===== src/rtl/if_pc_redirect.sv =====
// IF-stage PC unit and IF/ID pipeline register. Branch/jump decisions made in
// ID redirect fetch with no delay slot; the instruction fetched behind them is squashed.
module if_pc_redirect #(
  parameter logic [31:0] RESET_PC  = 32'h0000_0000,
  parameter logic [31:0] NOP_INSTR = 32'h0000_0000
) (
  input  logic        i_clk,
  input  logic        i_rst,
  input  logic [31:0] i_imem_rdata,
  input  logic        i_imem_ready,
  input  logic        i_stall,
  input  logic        i_con_ifbranch,
  input  logic        i_con_jump,
  input  logic        i_con_jr,
  input  logic [15:0] i_imm16,
  input  logic [25:0] i_jaddr26,
  input  logic [31:0] i_data_rs,
  output logic [31:0] o_imem_addr,
  output logic [31:0] o_instr_id,
  output logic [31:0] o_pc4_id,
  output logic        o_id_valid,
  output logic        o_redirect,
  output logic [15:0] o_redirect_cnt
);

  localparam int unsigned XLEN  = 32;
  localparam int unsigned CNT_W = 16;

  logic [XLEN-1:0]  pc_q,    pc_d;
  logic [XLEN-1:0]  instr_q, instr_d;
  logic [XLEN-1:0]  pc4id_q, pc4id_d;
  logic             valid_q, valid_d;
  logic [CNT_W-1:0] cnt_q,   cnt_d;

  logic             req;
  logic             redirect_c;
  logic [XLEN-1:0]  target;
  logic [XLEN-1:0]  pc_plus4;
  logic [XLEN-1:0]  br_offset;

  // Redirect target selection: jr beats jump beats branch.
  always_comb begin
    br_offset = {{14{i_imm16[15]}}, i_imm16, 2'b00};
    pc_plus4  = pc_q + XLEN'(4);
    req       = valid_q & (i_con_ifbranch | i_con_jump | i_con_jr);
    if (i_con_jr) begin
      target = i_data_rs;
    end else if (i_con_jump) begin
      target = {pc4id_q[31:28], i_jaddr26, 2'b00};
    end else begin
      target = pc4id_q + br_offset;
    end
  end

  // Next-state: stall > redirect > fetch bubble > normal advance.
  always_comb begin
    pc_d       = pc_q;
    instr_d    = instr_q;
    pc4id_d    = pc4id_q;
    valid_d    = valid_q;
    cnt_d      = cnt_q;
    redirect_c = 1'b0;
    if (!i_stall) begin
      if (req) begin
        pc_d       = target;
        instr_d    = NOP_INSTR;
        valid_d    = 1'b0;
        redirect_c = ~i_rst;
        if (cnt_q != {CNT_W{1'b1}}) begin
          cnt_d = cnt_q + CNT_W'(1);
        end
      end else if (!i_imem_ready) begin
        instr_d = NOP_INSTR;
        valid_d = 1'b0;
      end else begin
        pc_d    = pc_plus4;
        instr_d = i_imem_rdata;
        pc4id_d = pc_plus4;
        valid_d = 1'b1;
      end
    end
  end

  always_ff @(posedge i_clk) begin
    if (i_rst) begin
      pc_q    <= RESET_PC;
      instr_q <= NOP_INSTR;
      pc4id_q <= '0;
      valid_q <= 1'b0;
      cnt_q   <= '0;
    end else begin
      pc_q    <= pc_d;
      instr_q <= instr_d;
      pc4id_q <= pc4id_d;
      valid_q <= valid_d;
      cnt_q   <= cnt_d;
    end
  end

  assign o_imem_addr    = pc_q;
  assign o_instr_id     = instr_q;
  assign o_pc4_id       = pc4id_q;
  assign o_id_valid     = valid_q;
  assign o_redirect     = redirect_c;
  assign o_redirect_cnt = cnt_q;

endmodule

===== config.mk =====
export PLATFORM = sky130hd
export DESIGN_NAME = if_pc_redirect
export DESIGN_NICKNAME = d
export VERILOG_FILES = /design/src/rtl/if_pc_redirect.sv
export SDC_FILE = /design/constraint.sdc
export NUM_CORES = 1
export LEC_CHECK = 0
export ABC_AREA = 1
export CAP_MARGIN = 10
export CORE_MARGIN = 3
export CORE_UTILIZATION = 60
export CTS_BUF_LIST = sky130_fd_sc_hd__clkbuf_4
export DETAILED_ROUTE_END_ITERATION = 8
export DONT_BUFFER_PORTS = 1
export PLACE_DENSITY_LB_ADDON = 0.15
export SETUP_SLACK_MARGIN = 0.02
export SYNTH_ARGS = -nofsm -noshare
export SYNTH_HDL_FRONTEND = slang
export SYNTH_SLANG_ARGS = --single-unit

===== constraint.sdc =====
create_clock -name i_clk -period 1.9 [get_ports i_clk]
set_input_delay 0.19 -clock i_clk [delete_from_list [all_inputs] [get_ports i_clk]]
set_output_delay 0.19 -clock i_clk [all_outputs]
set_load 0.03 [all_outputs]

### After elaboration in Yosys (flattened, before gate mapping)

Cells that the tools add are included.

| storage, ports and cells | value |
|---|---|
| output and inout port bits | 114 |
| flip-flop bits (word level) | 113 |
| logic and storage cells | 29 |
| input port bits | 113 |

| operators by class | value |
|---|---|
| bitwise logic cells | 6 |
| add/sub/neg operators | 3 |
| reduce and logical (&&, ||, !) cells | 4 |
| equal/unequal tests | 1 |
| muxes and demuxes | 10 |

Operators by type and width:

| kind | count |
|---|---|
| $mux 32 | 6 |
| $add 32x3->32 const B | 1 |
| $add 32x32->32 | 1 |
| $add 16x1->16 const B | 1 |
| $ne 16x16->1 const B | 1 |
| $reduce_and 3->1 | 2 |
| $mux 1 | 4 |
| $not 1->1 | 3 |
| $or 1x1->1 | 2 |
| $reduce_and 2->1 | 1 |
| $reduce_bool 2->1 | 1 |
| $and 1x1->1 | 1 |

### Depth between registers and ports, before layout

Gate-level depths: netlist of the first run.

| logic depth | value |
|---|---|
| depth after elaboration | 5 |
| gate-level depth with buffers | 14 |
| depth with buffers taken out | 14 |

### Least setup slack after synthesis of the first run

Ideal clock, no wire load.

| timing | value |
|---|---|
| path kind | flip-flop to flip-flop |
| from | register pc4id_q[2], in the netlist o_pc4_id[2] |
| to | register pc_q[18], in the netlist o_imem_addr[18] |
| setup time | 0.070 ns |
| period minus slack after synthesis | 2.016 ns |
| data required time | 1.830 ns |
| setup slack | -0.116 ns |
| path buffers | 0 |
| arrival | 1.946 ns |
| stages on the path, launching flop included | 14 |
| path through | dfxtp_1 > ha_1 > fa_1 > nand3_1 > nand3_1 > nand2_1 > nand2_1 > nand2_1 > nand2_1 > a21oi_1 > o21ai_0 > nand2_1 > nand2_1 > a21oi_1 |

| between the ends | value |
|---|---|
| cells in the longest elaborated chain, start to end | 4 |

Ends and longest elaborated chain:

| item | line | source |
|---|---|---|
| from (decl) | 31 | `logic [XLEN-1:0] pc4id_q, pc4id_d;` |
| from (signal assigned) | 94 | `pc4id_q <= pc4id_d;` |
| $add 32x32->32 | 51 | `target = pc4id_q + br_offset;` |
| $mux 32 | 48 | `end else if (i_con_jump) begin` |
| $mux 32 | 46 | `if (i_con_jr) begin` |
| $mux 32 | 64 | `if (req) begin` |
| to (signal assigned) | 92 | `pc_q <= pc_d;` |
| to (decl) | 29 | `logic [XLEN-1:0] pc_q, pc_d;` |

No other way between the ends.
A chain may end at the register's enable or synchronous reset.

### Worst setup path after layout of the first run

| timing | value |
|---|---|
| from | input port i_stall |
| to | register pc4id_q[10], in the netlist o_pc4_id[10] |

| between the ends | value |
|---|---|
| cells in the longest elaborated chain, start to end | 2 |

Ends and longest elaborated chain:

| item | line | source |
|---|---|---|
| from (decl) | 11 | `input logic i_stall,` |
| $not 1->1 (no line) | n/a |  |
| $reduce_and 3->1 (no line) | n/a |  |

No other way between the ends.

==> impl_metrics.csv, run 1 <==
group,metric,value,unit
status,outcome,"finished, violations left",
status,failed_checks,"hold timing, setup timing",
cells_and_area,final_cell_mix,"nand2_1, buf_4, inv_1, nor2_1, a21oi_1",
timing,relSlewSlack,45.6,%
critical_path,r2r-end,"o_imem_addr[16]",
cells_and_area,area_delta_synth_final,43.8,%
synthesis,synth_top_cell_by_area,"dfxtp_1",
global_routing,grt_overflow,0,
place,place_area,0.00909,sq mm
clock_tree,clkLatencyLatePin,550,ps
cells_and_area,multi_input_area,0.00569,sq mm
global_routing,grt_busiest_layer,"met2",
synthesis,synth_warnings,0,
synthesis,avgSynthCellArea,5.95,sq um
cells_and_area,drive_above_1_share,26.3,%
critical_path,worstPathArrival,2530,ps
timing,final.setup.worst_slack,-204,ps
floorplanning,die_y,121,um
timing,tns,-2390,ps
global_routing,grt_pass1_wl,48700,um
clock_tree,cts_buffer_depth,2,
global_routing,grt_pass1_vias,9585,
floorplanning,rows,41,
critical_path,path_cells,"dlygate4sd3_1, buf_12, nor2_1, inv_1, nor2_4, inv_2, nor2_1, nor2_1",
floorplanning,chipWidth,121,um
clock_tree,cts_buffers,17,
routing,drtAntennaViolNets,0,
critical_path,worstPathMaxFanout,36,
critical_path,cpMostUsedCell,"nor2_1",
routing,drtPass1Iterations,9,
synthesis,netlist_area,0.00789,sq mm
global_routing,use_met2,68.4,%
routing,wl_per_cell,21.6,um
timing,slew_violations,0,
critical_path,worst-setup-path-type,"in -> reg",
synthesis,syn-num-nets,1470,
critical_path,r2r-start,"o_pc4_id[9]",
timing,whs,-3.41,ps
timing,fmax,475,MHz
clock_tree,htree_levels,4,
critical_path,start_kind,"input pin",
clock_tree,clkSlewWorstSetupHoldPaths,130,ps
timing,final_hold_viol_count,1,
critical_path,r2r_slack,-190,ps
worst_hold_path,min_path_type,"in -> reg",
synthesis,ys_seq_area_share,28.7,%
synthesis,synth_area_leaders,"dfxtp_1, nand2_1, a21oi_1",
worst_hold_path,hold_depth,4,
routing,drc_errors,0,
clock_tree,cts_sinks,113,
floorplanning,ios,227,
clock_tree,cts_root_buf,"clkbuf_4",
routing,avgViaCountPerCell,6.36,
cells_and_area,final_area,0.0113,sq mm
cells_and_area,regArea,0.00230,sq mm
synthesis,netlist.area_leader.share,28.7,%
clock_tree,cts_tree,"done",
routing,vias,11052,
synthesis,synth_ff_type,"dfxtp_1",
critical_path,crit_required,2330,ps
critical_path,ff2ff_path_depth,13,
pwr,max-vdd-ir-drop,0.537,mV
critical_path,cp_slowest_cell,"nor2_1",
timing,fin_crit,2100,ps
synthesis,async_flop_share,0,%
place,port_buffers,0,
worst_hold_path,min_to,"o_imem_addr[17]",
synthesis,synth-edff-count,0,
timing,tightest_slew,814,ps
synthesis,synthCells,1325,
global_routing,antenna_found_initial,1,
global_routing,grt_max_degree,62,
cells_and_area,fin_nets,1697,
timing,finalCritPeriodShare,111,%
flow_run,drv_cap,0,
floorplanning,die-area,0.0146,sq mm
global_routing,grtUsageMet1,51.0,%
pwr,p_leak,5.26,nW
place,place_hpwl,21100,um
floorplanning,coreArea,0.0127,sq mm
global_routing,grt_usage,42.8,%
synthesis,yosys.cell_types.count,37,
routing,wirelength,37600,um
floorplanning,start_util,62.0,%
global_routing,use_met3,10.9,%
cells_and_area,nFillCells,664,
timing,grt_setup_unrepaired,"true",
routing,drtIter0Drc,1612,
worst_hold_path,worstHoldStart,"i_jaddr26[15]",
timing,setup_viol,30,
critical_path,slowest_delay,610,ps
critical_path,end_kind,"flip-flop",
synthesis,synth-seq-cells,113,
place,place.gp.congestion,0.987,
pwr,powerDensity,609,mW/mm^2
timing,skew,28.8,ps
cells_and_area,final_common_cell,"nand2_1",
-- flip-flops by register name (all words and copies together), names as in the netlist --
signal	cells
o_instr_id	32
o_pc4_id	32
o_imem_addr	32
o_id_valid	1
o_redirect_cnt	16
-- cells by family after synthesis --
group                    count (synthesis)  synth area share, %
AND/OR/NAND/NOR                        681                 35.1
AO/OA/AOI/OAI                          258                 17.1
buffers and inverters                  208                 10.2
flip-flops                             113                 28.7
XOR/XNOR                                33                 3.66
adder cells (fa/ha/maj)                 32                 5.17
-- what timing repair did --
item / 4_1_cts / 5_1_grt
endpoints found under the hold margin: 90 / 1
setup endpoints to repair: 27 / 44
gates resized for setup: 40 / 193
hold buffers: 91 / 2
pin swaps: 0 / 48
setup buffers: 0 / 10
-- stage by stage --
stage,instances,setup WS [ps],util [%],total power [W]
2_1_floorplan,1325,28.2,-,0.00372
3_3_place_gp,1602,-69.5,71.5,0.00423
3_5_place_dp,1602,-89.0,71.5,0.00425
4_1_cts,1724,-13.2,82.9,0.00642
5_1_grt,1737,-492,89.1,0.00708
6_report,1738,-204,89.2,0.00691
-- metal layers --
layer	up-vias	wire length [um]	share of wire, %
met4	0	3850	10
met1	4918	12500	33
li1	4723	-	-
met2	1068	16000	43
met5	-	0	0
met3	343	5250	14
-- final cells by class --
| cell class | instances | share of cell area (%) |
|---|---|---|
| well taps | 172 | 1.90 |
| clock inverters | 14 | 1.46 |
| inverters | 155 | 5.15 |
| flip-flops and latches | 113 | 20.3 |
| repair buffers | 261 | 19.9 |
| multi-input cells | 1004 | 50.2 |
| diodes | 2 | 0.0441 |
| clock buffers | 17 | 1.13 |
-- critical path, delay by kind of cell --
kind,cells,cell delay [ps]
buffers and inverters,4,1210
and+or+nand+nor,4,1100
-- synth_stat cells, types with 4 or more instances --
master / count
o21bai_1: 4
a31oi_1: 5
clkbuf_1: 37
xnor2_1: 17
inv_1: 150
buf_4: 4
nor4_1: 4
dfxtp_1: 113
nand3_1: 72
o211ai_1: 4
nor2_1: 173
buf_2: 10
nand4_1: 15
o21ai_1: 9
o21ai_0: 80
inv_2: 4
ha_1: 31
a21oi_1: 151
xor2_1: 16
nand2_1: 384
nor3_1: 20
-- power breakdown --
group	internal, W	switching [W]	leakage (nW)
Sequential	0.00249	0.000186	0.935
Combinational	0.000872	0.00139	4.17
Clock	0.000900	0.00107	0.148
-- worst max path at each step --
stage	from	end	slack [ps]	cells after the start
after CTS	o_pc4_id[2]	o_imem_addr[26]	-10	13
final	i_stall	o_pc4_id[10]	-200	8
after global placement	o_pc4_id[16]	o_imem_addr[26]	-70	12
after detailed placement	o_pc4_id[2]	o_imem_addr[26]	-90	13
after floorplan	o_pc4_id[11]	o_imem_addr[21]	30	12
after global routing	o_pc4_id[11]	o_imem_addr[16]	-490	13
Note: power is estimated with default switching activity, not from simulation.
==> run 2, diff against run 1 <==
--- a/config.mk
+++ b/config.mk
@@ -8,10 +8,9 @@
 export ABC_AREA = 1
 export CAP_MARGIN = 10
 export CORE_MARGIN = 3
-export CORE_UTILIZATION = 60
+export CORE_UTILIZATION = 45
 export CTS_BUF_LIST = sky130_fd_sc_hd__clkbuf_4
 export DETAILED_ROUTE_END_ITERATION = 8
-export DONT_BUFFER_PORTS = 1
 export PLACE_DENSITY_LB_ADDON = 0.15
 export SETUP_SLACK_MARGIN = 0.02
 export SYNTH_ARGS = -nofsm -noshare
==> run 2 against run 1 <==
Effect of this change:
- die area grew 32%
- the run ends with setup timing left
- non-clock buffer count grew 137
- design area grew 14%
- largest power group unchanged
- sequential power shrank 3%
==> impl_metrics.csv, run 2 (synthesis gave the netlist of run 1 again) <==
group,metric,value,unit
status,outcome,"finished, violations left",
status,failed_checks,"setup timing",
clock_tree,htree_levels,4,
critical_path,path_cells,"ha_4, fa_2, nand3_4, nand3_4, nand2_4, nand2_4, nand2_1, nand2_1, a21oi_1, o21ai_1, nand2_1, nand2_1, a21oi_1",
place,place.gp.congestion,1.03,
floorplanning,rows,47,
pwr,seq_power_share,37.8,%
critical_path,start_kind,"flip-flop",
timing,final.setup.worst_slack,-148,ps
critical_path,worst-setup-path-type,"reg -> reg",
timing,tightest_slew,580,ps
global_routing,antenna_found_initial,1,
pwr,switching_share,39.6,%
pwr,p_int,0.00417,W
critical_path,worst-path-buf-inv,0,
pwr,clock_power_share,24.9,%
critical_path,crit_required,2400,ps
floorplanning,die_y,138,um
floorplanning,ios,227,
clock_tree,clkLatencyLatePin,580,ps
routing,wirelength,33700,um
critical_path,slowest_delay,370,ps
global_routing,grt_pass1_wl,49600,um
critical_path,critPathTopFamily,"simple AND/OR/NAND/NOR gates",
pwr,switchingPower,0.00273,W
global_routing,grt_pass1_vias,9726,
timing,fmax,488,MHz
clock_tree,cts_root_buf,"clkbuf_4",
critical_path,end_kind,"flip-flop",
critical_path,cpMostUsedCell,"nand2_1",
cells_and_area,final_cell_mix,"nand2_1, buf_4, nor2_1",
timing,tns,-1080,ps
cells_and_area,final_area,0.0130,sq mm
cells_and_area,multi_input_area,0.00591,sq mm
cells_and_area,drive_above_1_share,26.0,%
pwr,max-vdd-ir-drop,0.451,mV
routing,drtAntennaViolNets,0,
place,place_area,0.0115,sq mm
place,dpl_worst_slack,-553,ps
routing,drc_errors,0,
routing,vias,10433,
critical_path,r2r_slack,-150,ps
clock_tree,cts_tree,"done",
timing,slew_violations,0,
pwr,power.share.combinational,37.3,%
critical_path,worstPathArrival,2550,ps
global_routing,grt_max_degree,66,
critical_path,cp_slowest_cell,"dfxtp_2",
cells_and_area,nFillCells,1283,
timing,whs,152,ps
global_routing,grt_overflow,0,
clock_tree,cts_buffer_depth,2,
cells_and_area,area_delta_synth_final,64.3,%
pwr,p_leak,6.28,nW
critical_path,worstPathMaxFanout,4,
routing,drtPass1Iterations,6,
routing,avgViaCountPerCell,5.43,
timing,skew,29.4,ps
routing,drtIter0Drc,941,
place,place_hpwl,24200,um
floorplanning,chipWidth,138,um
pwr,powerDensity,533,mW/mm^2
timing,final_hold_viol_count,0,
place,port_buffers,226,
timing,setup_viol,14,
clock_tree,clkSlewWorstSetupHoldPaths,130,ps
worst_hold_path,min_path_type,"in -> reg",
clock_tree,cts_buffers,17,
timing,grt_setup_unrepaired,"true",
floorplanning,die-area,0.0191,sq mm
timing,fin_crit,2050,ps
timing,relSlewSlack,61.3,%
flow_run,drv_cap,0,
global_routing,grt_usage,31.9,%
floorplanning,coreArea,0.0169,sq mm
timing,finalCritPeriodShare,108,%
floorplanning,start_util,46.7,%
cells_and_area,final_common_cell,"nand2_1",
clock_tree,cts_sinks,113,
routing,wl_per_cell,17.5,um
cells_and_area,fin_nets,1834,
cells_and_area,regArea,0.00230,sq mm
## run 2: worst paths after layout
path / startpoint / endpoint / cells past startpoint
max: o_pc4_id[2] / o_imem_addr[18] / 13
min: i_imem_rdata[30] / o_instr_id[30] / 3
max reg2reg: o_pc4_id[2] / o_imem_addr[18] / 13
min reg2reg: o_instr_id[0] / o_instr_id[0] / 2
## run 2: metrics by stage
stage / std cells / utilization, % / total power (W)
floorplan: 1325 / - / 0.00372
global placement: 1874 / 68.0 / 0.00481
detailed placement: 1874 / 68.0 / 0.00483
CTS: 1912 / 71.4 / 0.00659
global route: 1923 / 76.8 / 0.00721
finish: 1923 / 76.8 / 0.00690
## run 2: per-layer routing
metal	global-route usage [%]	vias to the layer above	share of wire, %
met1	40.8	4655	38
li1	-	4999	-
met2	50.9	637	46
met3	6.56	142	9.4
met4	16.5	0	6.0
met5	0	-	0
## run 2: cell type report
| type | count | share of cell area [%] |
|---|---|---|
| inverters | 155 | 4.55 |
| repair buffers | 398 | 28.0 |
| well taps | 220 | 2.12 |
| clock buffers | 17 | 0.985 |
| diodes | 1 | 0.0193 |
| multi-input cells | 1004 | 45.6 |
| flip-flops and latches | 113 | 17.8 |
| clock inverters | 15 | 0.956 |
## run 2: timing repair
action,4_1_cts,5_1_grt
cloned,0,0
resized for setup,149,216
endpoints found under the setup margin,93,54
hold endpoints to repair,2,0
setup buffers,5,13
pin swaps,18,76
hold buffers,1,0
## run 2: worst reg2reg max path: stages (launching register included)
cell and delay, ps:
dfxtp_2 370, ha_4 170, fa_2 370, nand3_4 120, nand3_4 150, nand2_4 130
nand2_4 90, nand2_1 70, nand2_1 70, a21oi_1 140, o21ai_1 80, nand2_1 60
nand2_1 60, a21oi_1 110
## run 2: power by group through the flow
stage | combinational, W | clock, W | sequential, W
after floorplan | 0.000852 | 0 | 0.00287
after global placement | 0.00217 | 0 | 0.00264
after detailed placement | 0.00219 | 0 | 0.00264
after CTS | 0.00225 | 0.00174 | 0.00260
after global routing | 0.00274 | 0.00185 | 0.00262
final | 0.00257 | 0.00172 | 0.00261
